$ cat src/rtl/smm_seq_ctrl.sv
// Sequencer for an NxN output-stationary systolic matrix-multiply array.
// It takes one A/B pair, clears the array, feeds skewed wavefronts and then hands the Y matrix downstream.
module smm_seq_ctrl #(
    parameter int N    = 3,
    parameter int BW   = 8,
    parameter int ACCW = 16
) (
    input  logic                  clk,
    input  logic                  rst,
    input  logic                  in_valid,
    output logic                  in_ready,
    input  logic [N*N*BW-1:0]     a_flat,
    input  logic [N*N*BW-1:0]     b_flat,
    output logic                  arr_clr,
    output logic                  arr_en,
    output logic [N*BW-1:0]       arr_a,
    output logic [N*BW-1:0]       arr_b,
    input  logic [N*N*ACCW-1:0]   arr_y,
    output logic [N*N*ACCW-1:0]   y_flat,
    output logic                  out_valid,
    input  logic                  out_ready,
    output logic                  busy
);

    // state   | meaning
    // IDLE    | waiting for an operand pair (in_ready=1)
    // CLEAR   | one cycle of array accumulator clear
    // FEED    | 3N-2 cycles of skewed edge injection, t=0..3N-3
    // CAPTURE | array idle, arr_y registered into y_flat
    // DONE    | y_flat presented until out_ready
    typedef enum logic [2:0] {
        S_IDLE,
        S_CLEAR,
        S_FEED,
        S_CAPTURE,
        S_DONE
    } state_t;

    localparam int FEED_LEN = 3 * N - 2;
    localparam int TW       = (FEED_LEN > 1) ? $clog2(FEED_LEN) : 1;
    localparam logic [TW-1:0] T_LAST = TW'(FEED_LEN - 1);

    state_t              state;
    state_t              next_state;
    logic [TW-1:0]       t;
    logic [N*N*BW-1:0]   a_reg;
    logic [N*N*BW-1:0]   b_reg;

    always_ff @(posedge clk) begin
        if (rst) begin
            state <= S_IDLE;
        end else begin
            state <= next_state;
        end
    end

    always_comb begin
        next_state = state;
        case (state)
            S_IDLE:    if (in_valid) next_state = S_CLEAR;
            S_CLEAR:   next_state = S_FEED;
            S_FEED:    if (t == T_LAST) next_state = S_CAPTURE;
            S_CAPTURE: next_state = S_DONE;
            S_DONE:    if (out_ready) next_state = S_IDLE;
            default:   next_state = S_IDLE;
        endcase
    end

    // The counter only ever moves inside FEED and is parked at zero otherwise,
    // so the first FEED cycle always starts at t=0.
    always_ff @(posedge clk) begin
        if (rst) begin
            t      <= '0;
            a_reg  <= '0;
            b_reg  <= '0;
            y_flat <= '0;
        end else begin
            if (state == S_IDLE && in_valid) begin
                a_reg <= a_flat;
                b_reg <= b_flat;
            end
            if (state == S_FEED && t != T_LAST) begin
                t <= t + 1'b1;
            end else begin
                t <= '0;
            end
            if (state == S_CAPTURE) begin
                y_flat <= arr_y;
            end
        end
    end

    // All handshake and array controls are forced low while rst is held.
    always_comb begin
        in_ready  = 1'b0;
        busy      = 1'b0;
        arr_clr   = 1'b0;
        arr_en    = 1'b0;
        arr_a     = '0;
        arr_b     = '0;
        out_valid = 1'b0;
        if (!rst) begin
            busy = (state != S_IDLE);
            case (state)
                S_IDLE:  in_ready = 1'b1;
                S_CLEAR: arr_clr  = 1'b1;
                S_FEED: begin
                    arr_en = 1'b1;
                    // West lane i carries A[i][t-i]; north lane j carries B[t-j][j].
                    for (int i = 0; i < N; i++) begin
                        if (int'(t) >= i && int'(t) < i + N) begin
                            arr_a[i*BW +: BW] = a_reg[(i*N + int'(t) - i)*BW +: BW];
                        end
                    end
                    for (int j = 0; j < N; j++) begin
                        if (int'(t) >= j && int'(t) < j + N) begin
                            arr_b[j*BW +: BW] = b_reg[((int'(t) - j)*N + j)*BW +: BW];
                        end
                    end
                end
                S_DONE:  out_valid = 1'b1;
                default: ;
            endcase
        end
    end

endmodule

$ cat config.mk
export PLATFORM = sky130hd
export DESIGN_NAME = smm_seq_ctrl
export DESIGN_NICKNAME = d
export VERILOG_FILES = /design/src/rtl/smm_seq_ctrl.sv
export SDC_FILE = /design/constraint.sdc
export NUM_CORES = 1
export LEC_CHECK = 0
export CAP_MARGIN = 20
export CORE_ASPECT_RATIO = 0.7
export CORE_MARGIN = 4
export CORE_UTILIZATION = 40
export CTS_CLUSTER_SIZE = 16
export DETAILED_ROUTE_END_ITERATION = 8
export GPL_TIMING_DRIVEN = 0
export PLACE_DENSITY_LB_ADDON = 0.08
export SETUP_SLACK_MARGIN = 0.2
export SKIP_LAST_GASP = 1
export SYNTH_ARGS = -nofsm -noshare
export SYNTH_HDL_FRONTEND = slang
export SYNTH_SLANG_ARGS = --single-unit
$ cat constraint.sdc
create_clock -name clk -period 3.7 [get_ports clk]
set_clock_uncertainty 0.1 [all_clocks]
set_input_delay 0.37 -clock clk [delete_from_list [all_inputs] [get_ports clk]]
set_output_delay 0.37 -clock clk [all_outputs]
set_load 0.01 [all_outputs]
# Word-level counts from Yosys, hierarchy flattened

Cells that the tools add are included.

Memories kept: 0
Word-level logic and storage cells: 69
Input bits: 292
Output and inout bits: 197
ROM bits: 0
RAM bits: 0
Register bits after elaboration: 294
Bits in latches: 0

$mul: 3
Shift-type cells: 6
Equality and inequality tests: 9
Bitwise gates (word level): 1
Div/mod/pow operators: 0
Muxes and demuxes: 23
Reductions and logical operators: 8
Add/sub/neg operators: 9
$lt $le $gt $ge: 5

Operators by type and width:

| cell                  | number |
|---|---|
| $shiftx A72 B11 Y8    | 2 |
| $shiftx A72 B8 Y8     | 2 |
| $mux W24              | 4 |
| $shiftx A72 B7 Y8     | 1 |
| $shiftx A72 B9 Y8     | 1 |
| $mux W8               | 6 |
| $pmux W3 S5           | 1 |
| $mul A4 B3 Y7 const B | 2 |
| $mux W1               | 9 |
| $mux W3               | 3 |
| $add A7 B2 Y8 const B | 1 |
| $add A7 B3 Y8 const B | 1 |
| $eq A3 B2 Y1 const B  | 2 |
| $eq A3 B3 Y1 const B  | 2 |
| $lt A3 B3 Y1 const B  | 2 |
| $ne A2 B2 Y1 const B  | 3 |
| $mul A3 B2 Y5 const B | 1 |
| $sub A4 B1 Y5 const B | 1 |
| $sub A4 B2 Y5 const B | 1 |
| $add A2 B3 Y4 const A | 1 |
| $add A3 B3 Y4 const A | 1 |
| $logic_and A1 B1 Y1   | 4 |
| $sub A3 B1 Y4 const B | 1 |
| $sub A3 B2 Y4 const B | 1 |
| other kinds (11)      | 11 |

# Longest topological paths before layout

Depth in word-level cells: 7
Gate-level depth with buffers: 15
Mapped depth without buffers: 11

# Least setup slack after synthesis

OpenSTA, ideal clock, no wires.

Path kind: reg2out
Start: reg t[1]
End: out arr_b[15]
Arrival: 3.525 ns
Data required time: 3.230 ns
Setup slack: -0.295 ns
Cell stages (with the launch flop): 14
Path buffers: 3
Path through: dfxtp_1 -> buf_2 -> buf_2 -> inv_2 -> clkbuf_1 -> ha_1 -> ha_1 -> inv_1 -> ha_1 -> ha_1 -> xor2_1 -> nor4_1 -> nand2_1 -> a21oi_2

Longest elaborated chain between the ends: 7
Elaborated cells on any way between the ends: 10
Classes of those cells: 2 x add/sub; 1 x mul; 2 x order compare; 1 x shift; 3 x mux; 1 x reduce/logical

RTL lines:

| what                   | RTL line | RTL |
|---|---|---|
| from (decl)            | 45       | `logic [TW-1:0] t;` |
| from (signal assigned) | 83       | `t <= t + 1'b1;` |
| $sub A3 B1 Y4          | 117      | `arr_b[j*BW +: BW] = b_reg[((int'(t) - j)*N + j)*BW +: BW];` |
| $mul A4 B3 Y7          | 117      |  |
| $add A7 B2 Y8          | 117      |  |
| $shiftx A72 B11 Y8     | 117      |  |
| $mux W8 *              | 116      | `if (int'(t) >= j && int'(t) < j + N) begin` |
| $mux W24 *             | 104      | `case (state)` |
| $mux W24 *             | 102      | `if (!rst) begin` |
| to (decl)              | 17       | `output logic [N*BW-1:0] arr_b,` |

Every way passes the cells marked *; elsewhere a longest branch is shown, timed or not.

# Final worst setup path

Ends and elaborated chain as after synthesis.

==> reports/qor.txt <==
Clock transition at path regs -> 0.07 ns
pin count of the biggest net entering global routing -> 15
Arrival @ worst endpoint -> 3.49 ns
die area -> 35500 um^2
Worst R2R Start -> state[1]$_SDFFE_PP0P_
Max FO, Critical Path -> 5
final setup vio count -> 11
Hold Startpoint -> a_flat[8]
asr flop ratio synth -> 0
critical path required time -> 3.23 ns
CP dominant cell by count -> ha_4
share of cells above drive strength 1 -> 0.123
Routed WL -> 53700 um
chip width -> 223 um
worst rel slew slack -> 0.445
max-slew violation count -> 0
H-tree depth -> 1
hold crit path type -> input pin to flop
Worst Setup SP -> t[1]$_SDFF_PP0_
unrepaired setup endpoints after global routing -> yes
drt pass-1 iters -> 5
ranking of synthesized cells by area -> dfxtp_1, nand2_1, a21oi_1
P&R area growth vs syn -> 55.6%
nets -> 2451
total stage count of the critical path -> 15
Post-synth top flop -> dfxtp_1
warnings from Yosys -> 0
drt wl/cell -> 20.8 um
Fin. Hold Viols -> 0
clock period minus worst slack -> 3.96 ns
total global-route track usage -> 0.284
Multi-input gate area -> 6970 um^2
Via density -> 5.26
Yosys top cell area share -> 0.453
max cap viols -> 0
core area -> 31600 um^2
max FFs per register -> 144
syn avg cell area -> 8.18 um^2
TritonCTS clock tree -> yes
Port Buffers -> 487
Initial DRC Count -> 1189
status -> finished, violations left
Pwr per Cell Area -> 389 nW/um^2
antenna violations before repair -> 11
Distinct cells, synth -> 44
Seq/Total Area, Yosys -> 0.453
cell taking the most area after synthesis -> dfxtp_1
Clock Root Buffer -> clkbuf_16
number of fill cells -> 2775
first-pass GRT wire length -> 78700 um
DRC Markers -> 0
PnR worst setup slack -> -0.259 ns
Seq. cell area -> 5900 um^2
die extent in y -> 159 um
setup TNS -> -1.79 ns
dpl hpwl -> 41500 um
starting density of the core -> 0.411
Tot Pwr -> 0.00786 W
Row Count -> 54
worst skew pair latency -> 0.58 ns
Crit Path Category -> flop to output pin
Hold Buf Count CTS -> 0
total CTS buffers -> 30
vias in the first global route -> 13100
Critical Path Source Type -> flop
post-route clock period utilization -> 1.07
fmax -> 0.253 GHz
placer congestion estimate -> 0.926
Least-Margin Pin Slew -> 0.832 ns
violated checks -> setup timing
CP endpoint kind -> output pin
cells after synthesis -> 1589
Slowest-stage cell, CP -> dfxtp_4
critical path endpoint -> arr_b[15]
CTS Buffer Depth -> 3
worst r2r dst -> a_reg[65]$_SDFFE_PP0P_
leak pwr -> 7.04 nW
r2r setup slk -> 1.09 ns
Final ANT Viol Nets -> 0
total clock sinks -> 294
reg2reg path depth -> 8
DR vias -> 13600
crit-path cells -> buf_8 > buf_12 > inv_6 > clkbuf_16 > ha_4 > ha_4 > inv_4 > ha_4 > ha_4 > xor2_4 > buf_6 > mux4_2 > o211ai_1 > a21oi_4 > buf_6
post-synthesis register bit count -> 294
Post-Syn Area -> 13000 um^2
grt ovf -> 0
CP top delay family -> adder cells
Crit path largest cell delay -> 0.36 ns
syn_nets -> 1899
worst vdd ir -> 0.396 mV
IO Pins -> 489
worst path bufs/invs -> 7
EDFF count, synth -> 0
Yosys cell counts, types with 3 or more instances:
cell type    n
clkbuf_1    90
nand2_1    598
buf_1       13
or3_1        3
mux4_2      63
and3_1      10
nor3_1       5
nor2b_1      4
ha_1        18
nor2_1      58
mux2i_1     18
inv_1        7
nand3_1      3
nor4_1       3
a31oi_1      3
dfxtp_1    294
mux2_2       8
xnor2_1      4
buf_2       19
a21oi_1    323
a22oi_1     16
cell usage in the layout, fill, tap and decap left out, types with 3 or more instances in the layout:
master           Yosys  layout
diode_2              0       5
xnor2_1              4       3
inv_1                7       3
dfxtp_4              0       3
mux2i_4              0       3
clkbuf_2             0       5
nor2_4               0       6
buf_4                1      25
dlygate4sd2_1        0       7
a22oi_1             16      10
buf_6                2      18
clkdlybuf4s50_1      0     463
buf_1               13      10
and3_1              10      10
mux2_2               8       8
a21oi_1            323     316
nand2_1            598     597
nor2_1              58      44
ha_4                 0       7
clkinv_2             0       4
clkbuf_4             0       5
ha_1                18      10
buf_12               0       7
dfxtp_1            294     291
mux4_2              63      63
nor2b_1              4       3
a21oi_2              1       7
clkbuf_8             0       8
nor2_2               0       8
clkbuf_1            90      91
a22oi_2              0       6
clkbuf_16            0      32
mux2i_1             18      13
nor3_1               5       4
buf_2               19      17
power by group:
part	switching (W)	total (W)	internal, W
clock	0.00129	0.00310	0.00182
sequential	0.000136	0.00345	0.00331
combinational	0.000623	0.00130	0.000679
total	0.00205	0.00786	0.00581
through the flow:
stage,area (um^2),util,hold slack [ns],setup slack (ns),cells
2_1_floorplan,13100,-,0.343,0.204,1589
3_3_place_gp,18500,0.584,0.341,-0.729,2496
3_5_place_dp,18500,0.584,0.346,-0.731,2496
4_1_cts,19900,0.630,0.214,-0.266,2572
5_1_grt,20200,0.640,0.225,-0.346,2586
6_report,20200,0.640,0.241,-0.259,2586
cell families (layout without fill, tap and decap cells):
group	after synthesis	after routing	synth area share
AND/OR/NAND/NOR	698	699	0.213
buffers and inverters	133	704	0.0417
adder cells (fa/ha/maj)	18	18	0.0173
multiplexers	89	89	0.130
flip-flops	294	294	0.453
XOR/XNOR	6	6	0.00404
other	0	5	0
AO/OA/AOI/OAI	351	351	0.141
worst min path at each step:
stage	end	slack [ns]	cells after the start
floorplan	a_reg[48]$_SDFFE_PP0P_	0.34	2
finish	a_reg[8]$_SDFFE_PP0P_	0.24	3
global placement	y_flat[14]$_SDFFE_PP0P_	0.34	2
global route	y_flat[128]$_SDFFE_PP0P_	0.22	3
detailed placement	y_flat[45]$_SDFFE_PP0P_	0.35	2
CTS	y_flat[108]$_SDFFE_PP0P_	0.21	3
worst min-delay path, cell delays in order:
cell	delay [ns]
clkdlybuf4s50_1	0.40
nand2_1	0.06
a21oi_1	0.05
metal layers:
layer / track usage / part of all wire / vias up
li1: - / - / 6443
met1: 0.375 / 0.42 / 6442
met2: 0.450 / 0.46 / 611
met3: 0.0986 / 0.10 / 91
met4: 0.0734 / 0.024 / 12
met5: 0 / 0.0013 / -
timing repair:
| item | in CTS | in global routing |
|---|---|---|
| pin swaps | 13 | 24 |
| setup endpoints to repair | 40 | 39 |
| setup buffers | 23 | 8 |
| resized for setup | 115 | 87 |
| gates cloned | 1 | 1 |
| endpoints found under the hold margin | 0 | 0 |
layout make-up:
type	instances	share of cell area
timing repair buffer	519	0.253
multi-input combinational	1163	0.345
buffer	125	0.0328
antenna	5	0.000619
sequential	294	0.292
clock buffer	46	0.0451
inverter	8	0.00223
tap	420	0.0260
clock inverter	6	0.00396
No activity file was read; power rests on OpenSTA's default activity.
